### config.mk
export PLATFORM = sky130hd
export DESIGN_NAME = muldiv_sequencer
export DESIGN_NICKNAME = d
export VERILOG_FILES = /design/src/rtl/rv32_pkg.sv /design/src/rtl/muldiv_datapath.sv /design/src/rtl/muldiv_sequencer.sv
export SDC_FILE = /design/constraint.sdc
export NUM_CORES = 1
export LEC_CHECK = 0
export ABC_CLOCK_PERIOD_IN_PS = 6100
export CORE_MARGIN = 5
export CORE_UTILIZATION = 45
export CTS_BUF_LIST = sky130_fd_sc_hd__clkbuf_8
export CTS_CLUSTER_DIAMETER = 40
export CTS_CLUSTER_SIZE = 28
export DETAILED_ROUTE_END_ITERATION = 12
export PLACE_DENSITY = 0.63
export SLEW_MARGIN = 20
export SYNTH_ARGS = -nofsm -noshare
export SYNTH_HDL_FRONTEND = slang
export SYNTH_SLANG_ARGS = --single-unit
### constraint.sdc
create_clock -name clk -period 6.1 [get_ports clk]
set_clock_uncertainty 0.15 [all_clocks]
set_input_delay 0.61 -clock clk [delete_from_list [all_inputs] [get_ports clk]]
set_output_delay 0.61 -clock clk [all_outputs]
set_load 0.05 [all_outputs]
### src/rtl/rv32_pkg.sv
// rtl/rv32_pkg.sv - shared RV32M constants and sequencer state type
package rv32_pkg;

   localparam int XLEN_DEFAULT = 32;

   localparam logic [6:0] FUNCT7_MULDIV = 7'b0000001;

   localparam logic [2:0] F3_MUL    = 3'b000;
   localparam logic [2:0] F3_MULH   = 3'b001;
   localparam logic [2:0] F3_MULHSU = 3'b010;
   localparam logic [2:0] F3_MULHU  = 3'b011;
   localparam logic [2:0] F3_DIV    = 3'b100;
   localparam logic [2:0] F3_DIVU   = 3'b101;
   localparam logic [2:0] F3_REM    = 3'b110;
   localparam logic [2:0] F3_REMU   = 3'b111;

   typedef enum logic [1:0] {
      ST_IDLE = 2'd0,
      ST_CALC = 2'd1,
      ST_DONE = 2'd2
   } seq_state_t;

endpackage

### src/rtl/muldiv_datapath.sv
// rtl/muldiv_datapath.sv - shift-add multiply / restoring divide iteration registers
module muldiv_datapath #(
   parameter int XLEN = 32
) (
   input  logic              clk,
   input  logic              rst_n,
   input  logic              load,
   input  logic              step,
   input  logic              is_div,
   input  logic [XLEN-1:0]   load_a,
   input  logic [XLEN-1:0]   load_b,
   output logic [2*XLEN-1:0] step_val
);

   // acc holds {accumulator, multiplier} for multiply and {remainder, quotient} for divide
   logic [2*XLEN-1:0] acc;
   logic [XLEN-1:0]   opnd;
   logic [XLEN:0]     mul_sum;
   logic [XLEN:0]     rem_sh;
   logic [XLEN:0]     diff;

   // value acc takes after one iteration; the top bit of diff is the borrow of the trial subtract
   always_comb begin
      mul_sum = {1'b0, acc[2*XLEN-1:XLEN]} + (acc[0] ? {1'b0, opnd} : {(XLEN+1){1'b0}});
      rem_sh  = acc[2*XLEN-1:XLEN-1];
      diff    = rem_sh - {1'b0, opnd};
      if (is_div) begin
         if (diff[XLEN]) begin
            step_val = {rem_sh[XLEN-1:0], acc[XLEN-2:0], 1'b0};
         end else begin
            step_val = {diff[XLEN-1:0], acc[XLEN-2:0], 1'b1};
         end
      end else begin
         step_val = {mul_sum, acc[XLEN-1:1]};
      end
   end

   // load operand magnitudes at accept, then advance one iteration per step
   always_ff @(posedge clk or negedge rst_n) begin
      if (!rst_n) begin
         acc  <= '0;
         opnd <= '0;
      end else if (load) begin
         acc  <= {{XLEN{1'b0}}, load_a};
         opnd <= load_b;
      end else if (step) begin
         acc  <= step_val;
      end
   end

endmodule

### src/rtl/muldiv_sequencer.sv
// rtl/muldiv_sequencer.sv - RV32M execute-stage multiply/divide sequencer
module muldiv_sequencer
   import rv32_pkg::*;
#(
   parameter int XLEN      = XLEN_DEFAULT,
   parameter int EARLY_OUT = 1
) (
   input  logic            clk,
   input  logic            rst_n,
   input  logic            start,
   input  logic [2:0]      funct3,
   input  logic [XLEN-1:0] op_a,
   input  logic [XLEN-1:0] op_b,
   input  logic [4:0]      rd_in,
   input  logic            flush,
   output logic            busy,
   output logic            stall_req,
   output logic            result_valid,
   output logic [XLEN-1:0] result,
   output logic [4:0]      rd_out
);

   localparam int CW = $clog2(XLEN) + 1;

   seq_state_t state, state_next;

   logic            accept, finish, step, early;
   logic [2:0]      f3_q;
   logic [4:0]      rd_q;
   logic            neg_a_q, neg_b_q, bzero_q;
   logic [CW-1:0]   cnt;

   logic            signed_a, signed_b, neg_a, neg_b, b_zero, ovf;
   logic [XLEN-1:0] mag_a, mag_b, early_val, final_val, quo, rem;
   logic [2*XLEN-1:0] step_val, prod;

   muldiv_datapath #(.XLEN(XLEN)) u_datapath (
      .clk      (clk),
      .rst_n    (rst_n),
      .load     (accept),
      .step     (step),
      .is_div   (f3_q[2]),
      .load_a   (mag_a),
      .load_b   (mag_b),
      .step_val (step_val)
   );

   // operand signedness, magnitudes and the two RISC-V special divide cases
   always_comb begin
      signed_a  = (funct3 != F3_MULHU) && (funct3 != F3_DIVU) && (funct3 != F3_REMU);
      signed_b  = signed_a && (funct3 != F3_MULHSU);
      neg_a     = signed_a && op_a[XLEN-1];
      neg_b     = signed_b && op_b[XLEN-1];
      mag_a     = neg_a ? -op_a : op_a;
      mag_b     = neg_b ? -op_b : op_b;
      b_zero    = (op_b == '0);
      ovf       = signed_b && funct3[2] && (op_a == {1'b1, {(XLEN-1){1'b0}}}) && (op_b == '1);
      early     = (EARLY_OUT != 0) && funct3[2] && (b_zero || ovf);
      if (b_zero) begin
         early_val = funct3[1] ? op_a : '1;
      end else begin
         early_val = funct3[1] ? '0 : op_a;
      end
   end

   // sign-correct the final iteration; a zero divisor keeps the all-ones quotient
   always_comb begin
      prod = (neg_a_q ^ neg_b_q) ? -step_val : step_val;
      quo  = ((neg_a_q ^ neg_b_q) && !bzero_q) ? -step_val[XLEN-1:0] : step_val[XLEN-1:0];
      rem  = neg_a_q ? -step_val[2*XLEN-1:XLEN] : step_val[2*XLEN-1:XLEN];
      if (f3_q[2]) begin
         final_val = f3_q[1] ? rem : quo;
      end else if (f3_q == F3_MUL) begin
         final_val = prod[XLEN-1:0];
      end else begin
         final_val = prod[2*XLEN-1:XLEN];
      end
   end

   // state register
   always_ff @(posedge clk or negedge rst_n) begin
      if (!rst_n) begin
         state <= ST_IDLE;
      end else begin
         state <= state_next;
      end
   end

   // next state and per-cycle control; flush wins over every transition
   always_comb begin
      state_next = state;
      accept     = 1'b0;
      step       = 1'b0;
      finish     = 1'b0;
      case (state)
         ST_IDLE: begin
            if (start && !flush) begin
               accept     = 1'b1;
               state_next = early ? ST_DONE : ST_CALC;
            end
         end
         ST_CALC: begin
            if (flush) begin
               state_next = ST_IDLE;
            end else begin
               step = 1'b1;
               if (cnt == CW'(1)) begin
                  finish     = 1'b1;
                  state_next = ST_DONE;
               end
            end
         end
         ST_DONE: state_next = ST_IDLE;
         default: state_next = ST_IDLE;
      endcase
   end

   // stall drops in DONE so the instruction advances while its result writes back
   always_comb begin
      busy         = (state != ST_IDLE);
      stall_req    = !flush && (((state == ST_IDLE) && start) || (state == ST_CALC));
      result_valid = (state == ST_DONE) && !flush;
   end

   // operation context latched at accept, iteration counter, registered result and tag
   always_ff @(posedge clk or negedge rst_n) begin
      if (!rst_n) begin
         f3_q    <= '0;
         rd_q    <= '0;
         neg_a_q <= 1'b0;
         neg_b_q <= 1'b0;
         bzero_q <= 1'b0;
         cnt     <= '0;
         result  <= '0;
         rd_out  <= '0;
      end else begin
         if (accept) begin
            f3_q    <= funct3;
            rd_q    <= rd_in;
            neg_a_q <= neg_a;
            neg_b_q <= neg_b;
            bzero_q <= b_zero;
            cnt     <= CW'(XLEN);
         end else if (step) begin
            cnt     <= cnt - CW'(1);
         end
         if (accept && early) begin
            result <= early_val;
            rd_out <= rd_in;
         end else if (finish) begin
            result <= final_val;
            rd_out <= rd_q;
         end
      end
   end

endmodule
==> results.sh, run 1 <==
export IMPL_antenna_found_initial=2
export IMPL_hold_path_class="in2async"
export IMPL_area_growth_pct=13.3
export IMPL_synth_area_leader_cell="dfrtp_1"
export IMPL_cp_top_family="compound AO/OA/AOI/OAI gates"
export IMPL_setup_viol=0
export IMPL_die_height_um=202
export IMPL_rsz0062_at_grt="false"
export IMPL_post_place_cells=2756
export IMPL_htreeDepth=4
export IMPL_wl_mm=68.1
export IMPL_power_density_nw_per_um2=578
export IMPL_post_cts_resized=0
export IMPL_min_period_ns=5.79
export IMPL_synth_flop_cell="dfrtp_1"
export IMPL_hold_violations=0
export IMPL_timing_final_crit_share_pct=94.9
export IMPL_grt_pass1_vias=17100
export IMPL_root_buffer="clkbuf_8"
export IMPL_cts_buffers=17
export IMPL_ctsHoldBuffers=0
export IMPL_ant_nets=0
export IMPL_worst_setup_path_type="reg2reg"
export IMPL_whs_ns=0.0594
export IMPL_start_util_pct=45.4
export IMPL_cts_setup_buffers=0
export IMPL_cp_num_buf_inv=0
export IMPL_final_max_slew_viol_count=0
export IMPL_reg2reg_depth=18
export IMPL_grt_first_pass_wirelength_mm=104
export IMPL_path_max_fanout=10
export IMPL_insertedDiodeCount=0
export IMPL_worstSkewPairLatency_ns=0.52
export IMPL_synth_async_reset_ratio_pct=100
export IMPL_critPathMaxStageDelay_ns=0.52
export IMPL_tns_ns=0
export IMPL_top_level_ports=116
export IMPL_tightest_slew_ns=1.19
export IMPL_synth_nets=2389
export IMPL_slowest_stage="ha_1"
export IMPL_crit_chain="ha_1 > nand4_1 > or3_1 > a2111oi_4 > a2111oi_4 > a21oi_1 > ha_1 > o21ai_0 > or3_1 > nor2_1 > nand4_1 > nor3_4 > o2111ai_1 > o21ai_0 > xor2_1 > a221oi_1 > o21ai_0 > nand3_1"
export IMPL_gp_congestion=0.967
export IMPL_tritoncts="yes"
export IMPL_synth_yosys_seq_area_share_pct=22.9
export IMPL_wl_per_cell_um=24.4
export IMPL_cts_path_max_buffers=2
export IMPL_final_common_cell="nand2_1"
export IMPL_vias=18200
export IMPL_track_usage_pct=32.3
export IMPL_worstSetupPathDepth=18
export IMPL_relSlewSlack_pct=20.7
export IMPL_syn_area_sq_um=16600
export IMPL_globalRouteOverflowTotal=0
export IMPL_peakVddDrop_mv=0.255
export IMPL_portBuffers=115
export IMPL_fp_dieW_um=202
export IMPL_required_ns=6.41
export IMPL_coreArea_sq_um=36500
export IMPL_synth_edf_count=0
export IMPL_clock_sinks=152
export IMPL_synth_warnings=0
export IMPL_drt_pass1_iterations=6
export IMPL_fmax_mhz=173
export IMPL_path_common_cell="o21ai_0"
export IMPL_avgSynthCellArea_sq_um=7.41
export IMPL_row_count=70
export IMPL_grt_max_degree=129
export IMPL_yosysTopAreaCellShare_pct=22.9
export IMPL_finalNonFillerCells=2788
export IMPL_status="completed"
export IMPL_vias_per_cell=6.51
export IMPL_ys_types=100
export IMPL_route_detailed_drc=0
export IMPL_postSynthCellCount=2240
export IMPL_n_fill_cell=3617
export IMPL_cp_end_kind="flop"
export IMPL_drt_initial_drc_count=1993
export IMPL_finalPower_uw=10900
export IMPL_leakage_uw=0.00773
export IMPL_setup_worst_path_start_class="flop"
export IMPL_drive_above_1_share_pct=7.63
export IMPL_drv_cap=0
export IMPL_design_die_area_sq_um=40800
export IMPL_mostFrequentLayoutCells="302 x nand2_1, 204 x o21ai_0, 201 x nor2_1"
export IMPL_clk_pin_slew_worst_paths_ns=0.10
export IMPL_critPathArrivalTime_ns=6.10
export IMPL_dp_hpwl_mm=51.8
export IMPL_synth_seq_cells=152
export IMPL_synthTopCellsByArea="dfrtp_1 23%, nand2_1 6.8%, o21ai_0 6.2%"
export IMPL_fin_nets=2456
logic make-up (layout without fill, tap and decap cells):
| logic type | Yosys count | in the layout | share of synthesized area [%] |
|---|---|---|---|
| buffers and inverters | 215 | 295 | 5.29 |
| AND/OR/NAND/NOR | 847 | 847 | 24.2 |
| AO/OA/AOI/OAI | 686 | 686 | 27.2 |
| flip-flops | 152 | 152 | 22.9 |
| adder cells (fa/ha/maj) | 74 | 74 | 5.65 |
| multiplexers | 63 | 63 | 3.97 |
| XOR/XNOR | 203 | 203 | 10.7 |
layout make-up:
| cell class | instances | area (sq um) | area share (%) |
|---|---|---|---|
| sequential | 152 | 3810 | 20.3 |
| clock buffer | 18 | 248 | 1.32 |
| inverter | 70 | 263 | 1.40 |
| multi-input combinational | 1873 | 12000 | 63.8 |
| clock inverter | 14 | 135 | 0.719 |
| tap | 468 | 586 | 3.12 |
| timing repair buffer | 193 | 1770 | 9.39 |
registers in the layout (all words and copies together), names as in the netlist:
name and flops:
cnt 6, u_datapath.opnd 32, f3_q 3, bzero_q 1, rd_out 5, neg_a_q 1, state 2, result 32
u_datapath.acc 64, rd_q 5, neg_b_q 1
power breakdown:
part           total [uW]  internal [uW]  switching, uW
Sequential           1840           1350            488
Combinational        8190           3000           5190
Clock                 834            342            491
synth_stat cells (8+ instances only):
cell / number
nand2_1: 302
ha_1: 71
a22o_1: 14
nor3b_1: 9
or4_1: 11
nand2b_1: 10
nor3_1: 60
or3_1: 32
inv_1: 70
mux2i_1: 48
nand3_1: 54
a311oi_1: 8
buf_1: 15
xnor2_1: 102
nor2_1: 203
o221ai_1: 31
mux2_2: 12
a31oi_1: 28
o31ai_1: 35
o2111ai_1: 8
o21a_1: 10
dfrtp_1: 152
a211oi_1: 22
nor4_1: 19
o21bai_1: 9
a21oi_1: 144
nor2b_1: 12
o22ai_1: 15
a21o_1: 18
buf_2: 22
o21ai_0: 204
xor2_1: 101
o211ai_1: 27
a22oi_1: 8
clkbuf_1: 101
a211o_1: 9
or2_2: 12
and2_1: 47
and3_1: 13
a221oi_1: 13
nand4_1: 33
through the flow:
step / area, sq um / setup WS (ns) / utilization [%]
after floorplan: 16600 / 0.460 / -
after global placement: 18400 / 0.299 / 50.3
after detailed placement: 18400 / 0.148 / 50.3
after CTS: 18800 / 0.132 / 51.4
after global routing: 18800 / 0.0370 / 51.5
final: 18800 / 0.310 / 51.5
metal layers:
metal	track usage, %	routed length (um)
met1	45.7	29900
met2	49.0	29800
met3	7.62	6340
met4	9.67	2030
met5	0	0
final timing paths:
path	from	end	slack, ns
hold reg to reg	result[25]	result[25]	0.33
max in group asynchronous	rst_n	u_datapath.opnd[9]	4.29
min in group clk	result[25]	result[25]	0.33
setup reg to reg	u_datapath.acc[51]	result[10]	0.31
setup / recovery	u_datapath.acc[51]	result[10]	0.31
hold / removal	rst_n	result[21]	0.06
Note: power is estimated with default switching activity, not from simulation.
==> run 2: changes to the inputs <==
--- a/config.mk
+++ b/config.mk
@@ -7,12 +7,12 @@
 export LEC_CHECK = 0
 export ABC_CLOCK_PERIOD_IN_PS = 6100
 export CORE_MARGIN = 5
-export CORE_UTILIZATION = 45
+export CORE_UTILIZATION = 30
 export CTS_BUF_LIST = sky130_fd_sc_hd__clkbuf_8
 export CTS_CLUSTER_DIAMETER = 40
 export CTS_CLUSTER_SIZE = 28
 export DETAILED_ROUTE_END_ITERATION = 12
-export PLACE_DENSITY = 0.63
+export PLACE_DENSITY = 0.45
 export SLEW_MARGIN = 20
 export SYNTH_ARGS = -nofsm -noshare
 export SYNTH_HDL_FRONTEND = slang
==> results.sh, run 2 (same netlist as run 1, synthesis figures left out) <==
export IMPL_clock_sinks=152
export IMPL_crit_start="u_datapath.acc[31]"
export IMPL_status="completed"
export IMPL_required_ns=6.40
export IMPL_gp_congestion=0.910
export IMPL_p_int_uw=5090
export IMPL_portBuffers=115
export IMPL_met1_usage_pct=36.9
export IMPL_worstSkewPairLatency_ns=0.58
export IMPL_min_period_ns=5.71
export IMPL_rsz0062_at_grt="false"
export IMPL_drive_above_1_share_pct=9.80
export IMPL_final_common_cell="nand2_1"
export IMPL_pwr_share_comb_pct=75.8
export IMPL_multiInputGateArea_sq_um=12000
export IMPL_largestRegisters="u_datapath.acc x64, result x32, u_datapath.opnd x32"
export IMPL_grt_pass1_vias=17800
export IMPL_route_detailed_drc=0
export IMPL_largest_register="u_datapath.acc"
export IMPL_p_seq_share_pct=16.2
export IMPL_setup_viol=0
export IMPL_fp_dieW_um=245
export IMPL_grt_use_met3_pct=3.99
export IMPL_vias_per_cell=5.79
export IMPL_r2r_start="u_datapath.acc[31]"
export IMPL_tns_ns=0
export IMPL_dp_hpwl_mm=60.3
export IMPL_finalPower_uw=11500
export IMPL_tritoncts="yes"
export IMPL_wl_mm=78.7
export IMPL_mostFrequentLayoutCells="302 x nand2_1, 204 x o21ai_0, 201 x nor2_1"
export IMPL_met2_usage_pct=40.4
export IMPL_vias=18100
export IMPL_power_frac_clock_pct=8.0
export IMPL_fin_nets=2515
export IMPL_antenna_found_initial=3
export IMPL_drt_pass1_iterations=6
export IMPL_globalRouteOverflowTotal=0
export IMPL_cts_buffers=17
export IMPL_clk_pin_slew_worst_paths_ns=0.11
export IMPL_fmax_mhz=175
export IMPL_critPathArrivalTime_ns=6.01
export IMPL_grt_busiest_layer="met2"
export IMPL_htreeDepth=4
export IMPL_drv_cap=0
export IMPL_p_sw_uw=6410
export IMPL_reg2reg_depth=24
export IMPL_setup_worst_path_start_class="flop"
export IMPL_leakage_uw=0.00800
export IMPL_n_fill_cell=5886
export IMPL_cp_end_kind="flop"
export IMPL_root_buffer="clkbuf_8"
export IMPL_coreArea_sq_um=55000
export IMPL_hold_depth=2
export IMPL_path_max_fanout=10
export IMPL_area_growth_pct=18.1
export IMPL_row_count=86
export IMPL_worst_setup_path_type="reg2reg"
export IMPL_track_usage_pct=25.8
export IMPL_top_level_ports=116
export IMPL_largest_register_ffs=64
export IMPL_grt_max_degree=68
export IMPL_peakVddDrop_mv=0.247
export IMPL_ant_nets=0
export IMPL_r2r_setup_slack_ns=0.39
export IMPL_die_height_um=245
export IMPL_cts_path_max_buffers=2
export IMPL_r2r_end="result[30]"
export IMPL_relSlewSlack_pct=32.7
export IMPL_power_density_nw_per_um2=587
export IMPL_timing_final_crit_share_pct=93.6
export IMPL_wl_per_cell_um=25.2
export IMPL_drt_initial_drc_count=1729
export IMPL_netSwitchingFraction_pct=55.8
export IMPL_cts_setup_buffers=0
export IMPL_grt_first_pass_wirelength_mm=118
export IMPL_hold_violations=0
export IMPL_start_util_pct=30.2
export IMPL_hold_path_class="reg2reg"
export IMPL_tightest_slew_ns=1.00
export IMPL_final_max_slew_viol_count=0
export IMPL_regArea_sq_um=3810
export IMPL_crit_end="result[30]"
export IMPL_design_die_area_sq_um=60100
## run 2: worst min-delay path by stage
stage,startpoint,to
finish,rd_q[1],rd_q[1]
floorplan,rst_n,bzero_q
CTS,rd_q[0],rd_q[0]
detailed placement,rd_q[2],rd_q[2]
global placement,rd_q[3],rd_q[3]
global route,rd_q[0],rd_q[0]
## run 2: per-layer routing
metal | wire (um) | share of wire [%] | up-vias
li1 | - | - | 8395
met1 | 37500 | 48 | 9015
met2 | 35200 | 45 | 593
met3 | 3970 | 5.0 | 107
met4 | 1970 | 2.5 | 0
met5 | 0 | 0 | -
## run 2: power groups by stage
stage | clock (uW) | sequential, uW | combinational, uW
after floorplan | 0 | 1920 | 5340
after global placement | 0 | 1860 | 8590
after detailed placement | 0 | 1870 | 8580
after CTS | 948 | 1850 | 8610
after global routing | 988 | 1900 | 9380
final | 923 | 1860 | 8720
## run 2: stage by stage
stage          util [%]  cells  area [sq um]  worst slack, ns  hold slack (ns)
2_1_floorplan         -   2240         16600            0.460            0.164
3_3_place_gp       34.8   3094         19100            0.578            0.311
3_5_place_dp       34.8   3094         19100            0.414            0.314
4_1_cts            35.6   3126         19600            0.375            0.341
5_1_grt            35.6   3127         19600           0.0596            0.355
6_report           35.6   3127         19600            0.391            0.335
## run 2: layout make-up
cell class              count  share of cell area, %
well taps                 748                   4.78
diodes                      1                 0.0128
repair buffers            252                   11.1
flip-flops and latches    152                   19.4
multi-input cells        1873                   61.1
inverters                  70                   1.34
clock buffers              17                   1.19
clock inverters            14                  0.951
## run 2: timing repair
action / in CTS / in global routing
endpoints found under the setup margin: 0 / 3
endpoints found under the hold margin: 65 / 0
hold buffers: 1 / 0
resized for setup: 0 / 3
## run 2: critical path, stage by stage, from the launching register on
cell and delay [ns]:
dfrtp_1 0.45, inv_1 0.11, ha_1 0.17, inv_1 0.06, fa_1 0.43, a211oi_2 0.28
o21ai_4 0.15, o211ai_2 0.29, a2111oi_4 0.16, a211o_1 0.35, nand2_1 0.10, o21ai_0 0.07
mux2i_1 0.20, ha_1 0.23, nand2_1 0.08, a2bb2oi_1 0.15, nor2_1 0.15, o2111ai_1 0.25
or2_2 0.38, or3_1 0.56, o31ai_2 0.38, buf_4 0.16, o211ai_1 0.07, o211ai_1 0.11
nand3_1 0.09
==> run 3: changes to the inputs <==
--- a/config.mk
+++ b/config.mk
@@ -5,15 +5,14 @@
 export SDC_FILE = /design/constraint.sdc
 export NUM_CORES = 1
 export LEC_CHECK = 0
-export ABC_CLOCK_PERIOD_IN_PS = 6100
+export ABC_CLOCK_PERIOD_IN_PS = 5800
 export CORE_MARGIN = 5
 export CORE_UTILIZATION = 30
 export CTS_BUF_LIST = sky130_fd_sc_hd__clkbuf_8
 export CTS_CLUSTER_DIAMETER = 40
 export CTS_CLUSTER_SIZE = 28
 export DETAILED_ROUTE_END_ITERATION = 12
-export PLACE_DENSITY = 0.45
-export SLEW_MARGIN = 20
+export PLACE_DENSITY = 0.43
 export SYNTH_ARGS = -nofsm -noshare
 export SYNTH_HDL_FRONTEND = slang
 export SYNTH_SLANG_ARGS = --single-unit
==> constraint.sdc (replaced) <==
create_clock -name clk -period 5.8 [get_ports clk]
set_clock_uncertainty 0.15 [all_clocks]
set_input_delay 0.58 -clock clk [delete_from_list [all_inputs] [get_ports clk]]
set_output_delay 0.58 -clock clk [all_outputs]
set_load 0.05 [all_outputs]
==> results.sh, run 3 (same netlist as run 1, synthesis figures left out) <==
export IMPL_grt_first_pass_wirelength_mm=116
export IMPL_grt_pass1_vias=17100
export IMPL_setup_worst_path_start_class="flop"
export IMPL_clock_sinks=152
export IMPL_status="completed"
export IMPL_vias=18000
export IMPL_setup_ws_ns=0.256
export IMPL_dp_hpwl_mm=60.9
export IMPL_drive_above_1_share_pct=9.69
export IMPL_crit_start="u_datapath.acc[45]"
export IMPL_track_usage_pct=25.5
export IMPL_largest_register="u_datapath.acc"
export IMPL_multiInputGateArea_sq_um=12100
export IMPL_largest_register_ffs=64
export IMPL_coreArea_sq_um=55000
export IMPL_regArea_sq_um=3810
export IMPL_vias_per_cell=5.80
export IMPL_min_to="rd_q[3]"
export IMPL_netSwitchingFraction_pct=56.9
export IMPL_min_period_ns=5.54
export IMPL_portBuffers=115
export IMPL_wl_mm=78.3
export IMPL_hp_start="rd_q[3]"
export IMPL_drt_initial_drc_count=1748
export IMPL_globalRouteOverflowTotal=0
export IMPL_root_buffer="clkbuf_8"
export IMPL_cp_end_kind="flop"
export IMPL_r2r_start="u_datapath.acc[45]"
export IMPL_whs_ns=0.336
export IMPL_hold_path_class="reg2reg"
export IMPL_largestRegisters="u_datapath.acc x64, result x32, u_datapath.opnd x32"
export IMPL_start_util_pct=30.2
export IMPL_route_detailed_drc=0
export IMPL_pwr_share_comb_pct=75.4
export IMPL_gp_congestion=0.945
export IMPL_leakage_uw=0.00789
export IMPL_relSlewSlack_pct=21.1
export IMPL_final_common_cell="nand2_1"
export IMPL_n_fill_cell=5935
export IMPL_p_seq_share_pct=16.7
export IMPL_tritoncts="yes"
export IMPL_ant_nets=0
export IMPL_hold_violations=0
export IMPL_r2r_setup_slack_ns=0.26
export IMPL_required_ns=6.10
export IMPL_drv_cap=0
export IMPL_peakVddDrop_mv=0.230
export IMPL_design_die_area_sq_um=60100
export IMPL_power_density_nw_per_um2=608
export IMPL_stdcell_area_sq_um=19500
export IMPL_row_count=86
export IMPL_mostFrequentLayoutCells="302 x nand2_1, 202 x o21ai_0, 200 x nor2_1"
export IMPL_cts_path_max_buffers=2
export IMPL_p_sw_uw=6760
export IMPL_fp_dieW_um=245
export IMPL_fin_nets=2490
export IMPL_antenna_found_initial=3
export IMPL_path_max_fanout=6
export IMPL_final_max_slew_viol_count=0
export IMPL_placed_cell_area_sq_um=19000
export IMPL_area_growth_pct=17.6
export IMPL_hold_depth=2
export IMPL_fmax_mhz=180
export IMPL_htreeDepth=4
export IMPL_p_int_uw=5110
export IMPL_dp_slack_ns=-0.291
export IMPL_die_height_um=245
export IMPL_wl_per_cell_um=25.2
export IMPL_worstSkewPairLatency_ns=0.59
export IMPL_tightest_slew_ns=1.15
export IMPL_worst_setup_path_type="reg2reg"
export IMPL_clk_pin_slew_worst_paths_ns=0.11
export IMPL_reg2reg_depth=21
export IMPL_setup_viol=0
export IMPL_grt_max_degree=80
export IMPL_cts_buffers=17
export IMPL_r2r_end="result[30]"
export IMPL_timing_final_crit_share_pct=95.6
export IMPL_top_level_ports=116
export IMPL_drt_pass1_iterations=8
export IMPL_power_frac_clock_pct=8.0
export IMPL_critPathArrivalTime_ns=5.85
## run 3: cell types whose count changed in the layout (fill, tap and decap cells not counted), sizes merged
cell	before	now
diode	1	2
inv	73	74
bufinv	4	2
clkbuf	17	19
buf	137	112
clkinvlp	2	3
clkinv	5	4
## run 3: worst max path at each step
stage / end / slack [ns] / depth (start not counted)
floorplan: result[26] / 0.16 / 27
global route: result[22] / -0.004 / 22
global placement: result[22] / -0.20 / 21
finish: result[30] / 0.26 / 21
detailed placement: result[22] / -0.29 / 21
CTS: result[10] / 0.008 / 22
## run 3: routing by layer
metal	up-vias	global-route usage [%]	part of all wire (%)
met5	-	0	0.019
li1	8340	-	-
met1	8917	36.8	46
met3	84	4.24	6.4
met4	2	7.29	2.7
met2	674	39.4	44
## run 3: cell type report
type,count,share of cell area [%]
multi-input combinational,1873,61.9
sequential,152,19.5
timing repair buffer,227,10.4
tap,748,4.80
inverter,70,1.35
clock buffer,19,1.34
clock inverter,13,0.737
antenna,2,0.0256
## run 3: critical path, stage by stage, from the launching register on
cell and delay (ns):
dfrtp_1 0.48, ha_1 0.44, nand2_1 0.17, o21bai_1 0.21, o21a_1 0.27, a2111oi_4 0.46, buf_4 0.21, a2111oi_4 0.07
a21oi_2 0.27, ha_1 0.25, o21ai_0 0.16, nor3_1 0.40, nand2_1 0.34, nor3_1 0.31, nor2_1 0.10, xnor2_1 0.15
a21oi_1 0.32, inv_1 0.08, a311oi_1 0.25, o211ai_1 0.13, o211ai_1 0.12, nand3_1 0.09
## run 3: metrics by stage
stage / total power, uW / std cells / setup TNS (ns) / utilization [%]
final: 11900 / 3104 / 0 / 35.5
after global placement: 10700 / 3067 / -0.211 / 34.5
after detailed placement: 10700 / 3067 / -0.462 / 34.5
after global routing: 12700 / 3104 / -0.00405 / 35.5
after floorplan: 7630 / 2240 / 0 / -
after CTS: 11700 / 3100 / 0 / 35.3
## run 3: power by group through the flow
stage / registers (uW) / logic, uW / clock network [uW]
after floorplan: 2020 / 5610 / 0
after global placement: 1990 / 8740 / 0
after detailed placement: 1990 / 8710 / 0
after CTS: 1970 / 8760 / 977
after global routing: 2030 / 9620 / 1000
final: 1980 / 8950 / 944
## run 3: timing repair
action,4_1_cts,5_1_grt
endpoints found under the hold margin,78,0
hold buffers,1,0
endpoints found under the setup margin,4,15
setup buffers,0,2
pin swaps,0,5
gates resized for setup,2,25
==> edit 1: new RTL, settings of run 1 <==
The package constant `XLEN_DEFAULT` goes from 32 to 16.
--- a/src/rtl/rv32_pkg.sv
+++ b/src/rtl/rv32_pkg.sv
@@ -3,3 +3,3 @@
 
-   localparam int XLEN_DEFAULT = 32;
+   localparam int XLEN_DEFAULT = 16;
 
Ports: changed (resized op_a, op_b and result); port bits go from 116 to 68. No check against the original RTL was run, so the function may have changed too.
==> edit 1 against run 1 <==
Global-route usage fell by 6.7 points. Area after synthesis fell by 50%. Combinational power fell by 58%. Design area fell by 50%. Worst setup slack improved by 680 ps. Hold slack improved by 280 ps. Power fell by 54%. Sequential cell count fell by 65. Routed wire length fell by 59%. Critical path type unchanged. Critical endpoint is now result[9]$_DFFE_PN0P_. Largest cell class unchanged. Highest routed layer unchanged.
==> edit 1: results (changes against run 1) <==
fin nets=1179 (-52%); Lkg Pwr=3.86 nW (-50%); maximum VDD drop=0.000224 V (-12%); critical path's slowest cell=a311oi_1; initial drt markers=863 (-57%); clock buffer count from CTS=9 (-8); Clock power frac=9.0% (+1.3 points); total track usage=25.5% (-6.7 points); Buffers on Ports=67 (-42%); share of cells above drive strength 1=6.46% (-1.2 points); ranking of synthesized cells by area=dfrtp_1 (26%), nand2_1 (6.7%), o21ai_0 (6.5%); initial antenna violation count=0 (-2); Netlist cell types=86 (-14%); GRT met2 Usage=38.4% (-11 points); P_sw=0.00267 W (-57%); sequential share of the synthesized area=26.4% (+3.5 points); Slew HR=26.5% (+5.8 points); Hold Crit Class=reg -> reg; largest net degree at the start of global routing=68 (-47%); grt met3 use=5.42% (-2.2 points); routability cong.=0.993 (+2.6%); WL per Instance=20.9 um (-14%); top cells by count, synth=nand2_1 (147), o21ai_0 (107), nor2_1 (100); first-pass GRT wire length=43700 um (-58%); outcome=finished, final reports clean; HPWL after DPL=21200 um (-59%); total number of vias=8053 (-56%); fillers=1821 (-50%)
edit 1: cell types whose count changed after synthesis, sizes merged, moves of 53 or more:
cell,change
clkbuf,-59
nand2,-154
dfrtp,-65
nor2,-101
a21oi,-82
o21ai,-95
xor2,-53
edit 1: cells by family (layout without fill, tap and decap cells):
group,after synthesis,count (layout),synth area share (%)
buffers and inverters,93,134,4.49
AO/OA/AOI/OAI,325,325,26.0
multiplexers,21,21,2.58
flip-flops,87,87,26.4
XOR/XNOR,105,105,11.1
AND/OR/NAND/NOR,386,386,23.0
adder cells (fa/ha/maj),41,41,6.40
edit 1: metal layers:
layer / wire length [um] / up-vias / share of wire (%)
li1: - / 3867 / -
met1: 12900 / 3814 / 46
met2: 12100 / 330 / 44
met3: 2160 / 42 / 7.8
met4: 599 / 0 / 2.2
met5: 0 / - / 0
edit 1: through the flow:
stage                     setup WS [ps]  cells  power (W)  hold slack, ps
final                               987   1328    0.00495             343
after global routing                605   1328    0.00529             372
after CTS                          1080   1328    0.00491             344
after detailed placement           1090   1311    0.00444             318
after global placement             1230   1311    0.00443             312
after floorplan                    1780   1058    0.00354             164
edit 1: timing repair:
| item | CTS | global route |
|---|---|---|
| hold buffers | 1 | 0 |
| gates resized for setup | 0 | 0 |
| buffers inserted | 0 | 0 |
| endpoints found under the hold margin | 24 | 0 |
edit 1: worst paths after layout:
| kind | endpoint | slack [ps] | depth (start not counted) | from |
|---|---|---|---|---|
| worst max-delay path | result[9]$_DFFE_PN0P_ | 990 | 16 | u_datapath.acc[15]$_DFFE_PN0P_ |
| worst min-delay path | rd_q[3]$_DFFE_PN0P_ | 340 | 2 | rd_q[3]$_DFFE_PN0P_ |
| worst max register to register | result[9]$_DFFE_PN0P_ | 990 | 16 | u_datapath.acc[15]$_DFFE_PN0P_ |
| worst min register to register | rd_q[3]$_DFFE_PN0P_ | 340 | 2 | rd_q[3]$_DFFE_PN0P_ |
| max in group asynchronous | f3_q[2]$_DFFE_PN0P_ | 4080 | 3 | rst_n |
| min in group asynchronous | result[15]$_DFFE_PN0P_ | 520 | 2 | rst_n |
edit 1: final cells by class:
type / count / area (um2) / share of cell area, %
Clock inverter: 7 / 81.3 / 0.872
Sequential cell: 87 / 2180 / 23.4
Clock buffer: 9 / 124 / 1.33
Timing Repair Buffer: 79 / 761 / 8.16
Multi-Input combinational cell: 878 / 5750 / 61.6
Inverter: 39 / 146 / 1.57
Tap cell: 229 / 287 / 3.07
edit 1: worst min-delay path, delay by kind of cell, from the launching register on:
family | cells | cell delay, ps
flip-flops | 1 | 360
AND/OR/NAND/NOR | 2 | 110
==> edit 2: new RTL, settings of run 1 <==
Without the edit above. Re-encode `seq_state_t` (3 states) as one-hot, 3 bits wide.
--- a/src/rtl/rv32_pkg.sv
+++ b/src/rtl/rv32_pkg.sv
@@ -16,6 +16,6 @@
 
-   typedef enum logic [1:0] {
-      ST_IDLE = 2'd0,
-      ST_CALC = 2'd1,
-      ST_DONE = 2'd2
+   typedef enum logic [2:0] {
+      ST_IDLE = 3'b001,
+      ST_CALC = 3'b010,
+      ST_DONE = 3'b100
    } seq_state_t;
Formal check against the unedited RTL: no difference found for any inputs over 10 cycles, from zero or initial values and one cycle with rst_n low; not proved beyond that.
==> edit 2 against run 1 <==
Largest cell class unchanged. Sequential cell count is 1 higher. Area after synthesis fell by 0.40%. Routed wire length up 7.6%. Worst setup slack worse by 240 ps. Hold slack got worse by 29 ps. Design area is 0.51% higher. Critical path type is now in -> reg. Cell count decreased by 0.36%. Sequential share of layout area barely moved.
Power is not compared: it rests on default switching activity, and its combinational part moved more than twofold at a synthesized area within 25%.
==> edit 2: results (changes against run 1) <==
Netlist cell types=101 (+1.0%); worst hold slack=30.7 ps (-28.7 ps); mux share of post-synthesis cell area=3.21% (-0.76 points); reg2reg setup slack=290 ps (-20 ps); sequential share of the synthesized area=23.2% (+0.25 points); vias in the first global route=17500 (+2.1%); met3 WL=7670 um (+21%); WP data arrival=6300 ps (+200 ps); Reg2Reg Depth=25 (+7); Net Count, Synth=2357 (-1.3%); placed cell count=2747 (-0.33%); Met2 Wirelength=30500 um (+2.5%); xor and xnor area share after synthesis=10.3% (-0.38 points); complex-gate fraction of the synthesized area=28.9% (+1.7 points); total track usage=34.8% (+2.6 points); first-pass GRT wire length=110000 um (+6.3%); r2r startpoint=u_datapath.acc[31]$_DFFE_PN0P_; adder-cell area share of the yosys netlist=5.98% (+0.33 points); Metal-1 WL=32900 um (+9.9%); Crit path largest cell delay=750 ps (+230 ps); Routed WL=73300 um (+7.6%); Top Metal Used=met5; Layout Cells excl Fill=2778 (-0.36%); DP Area=18400 um2 (+0.37%); final setup margin=74.3 ps (-235 ps); CP endpoint=result[31]$_DFFE_PN0P_; pre-CTS setup slack=-206 ps (-354 ps); ranking of synthesized cells by area=dfrtp_1 (23%), nand2_1 (6.1%), xnor2_1 (5.5%); fillers=3656 (+1.1%); outcome=finished, final reports clean; total number of vias=18300 (+0.90%); routability cong.=0.980 (+1.3%); initial drt markers=2155 (+8.1%); share of cells above drive strength 1=7.88% (+0.25 points); grt met3 use=8.96% (+1.3 points); critical path's slowest cell=nand2_1
edit 2: cell types whose count changed in the layout (fill, tap and decap cells not counted), sizes merged, moves of 9 or more:
cell	delta
o21ai	-30
xor2	-9
nand2	-33
and3	+13
a21o	+13
a21oi	+25
edit 2: layout make-up:
| cell class | count | area (um2) | share of cell area, % |
|---|---|---|---|
| clock inverter | 11 | 148 | 0.782 |
| clock buffer | 20 | 275 | 1.46 |
| timing repair buffer | 197 | 1780 | 9.43 |
| multi-input combinational | 1856 | 12000 | 63.5 |
| tap | 468 | 586 | 3.10 |
| sequential | 153 | 3830 | 20.3 |
| inverter | 73 | 274 | 1.45 |
edit 2: critical path, delay by kind of cell:
family,cells,cell delay (ps)
simple gates,9,4520
compound gates,4,580
buf+inv,1,570
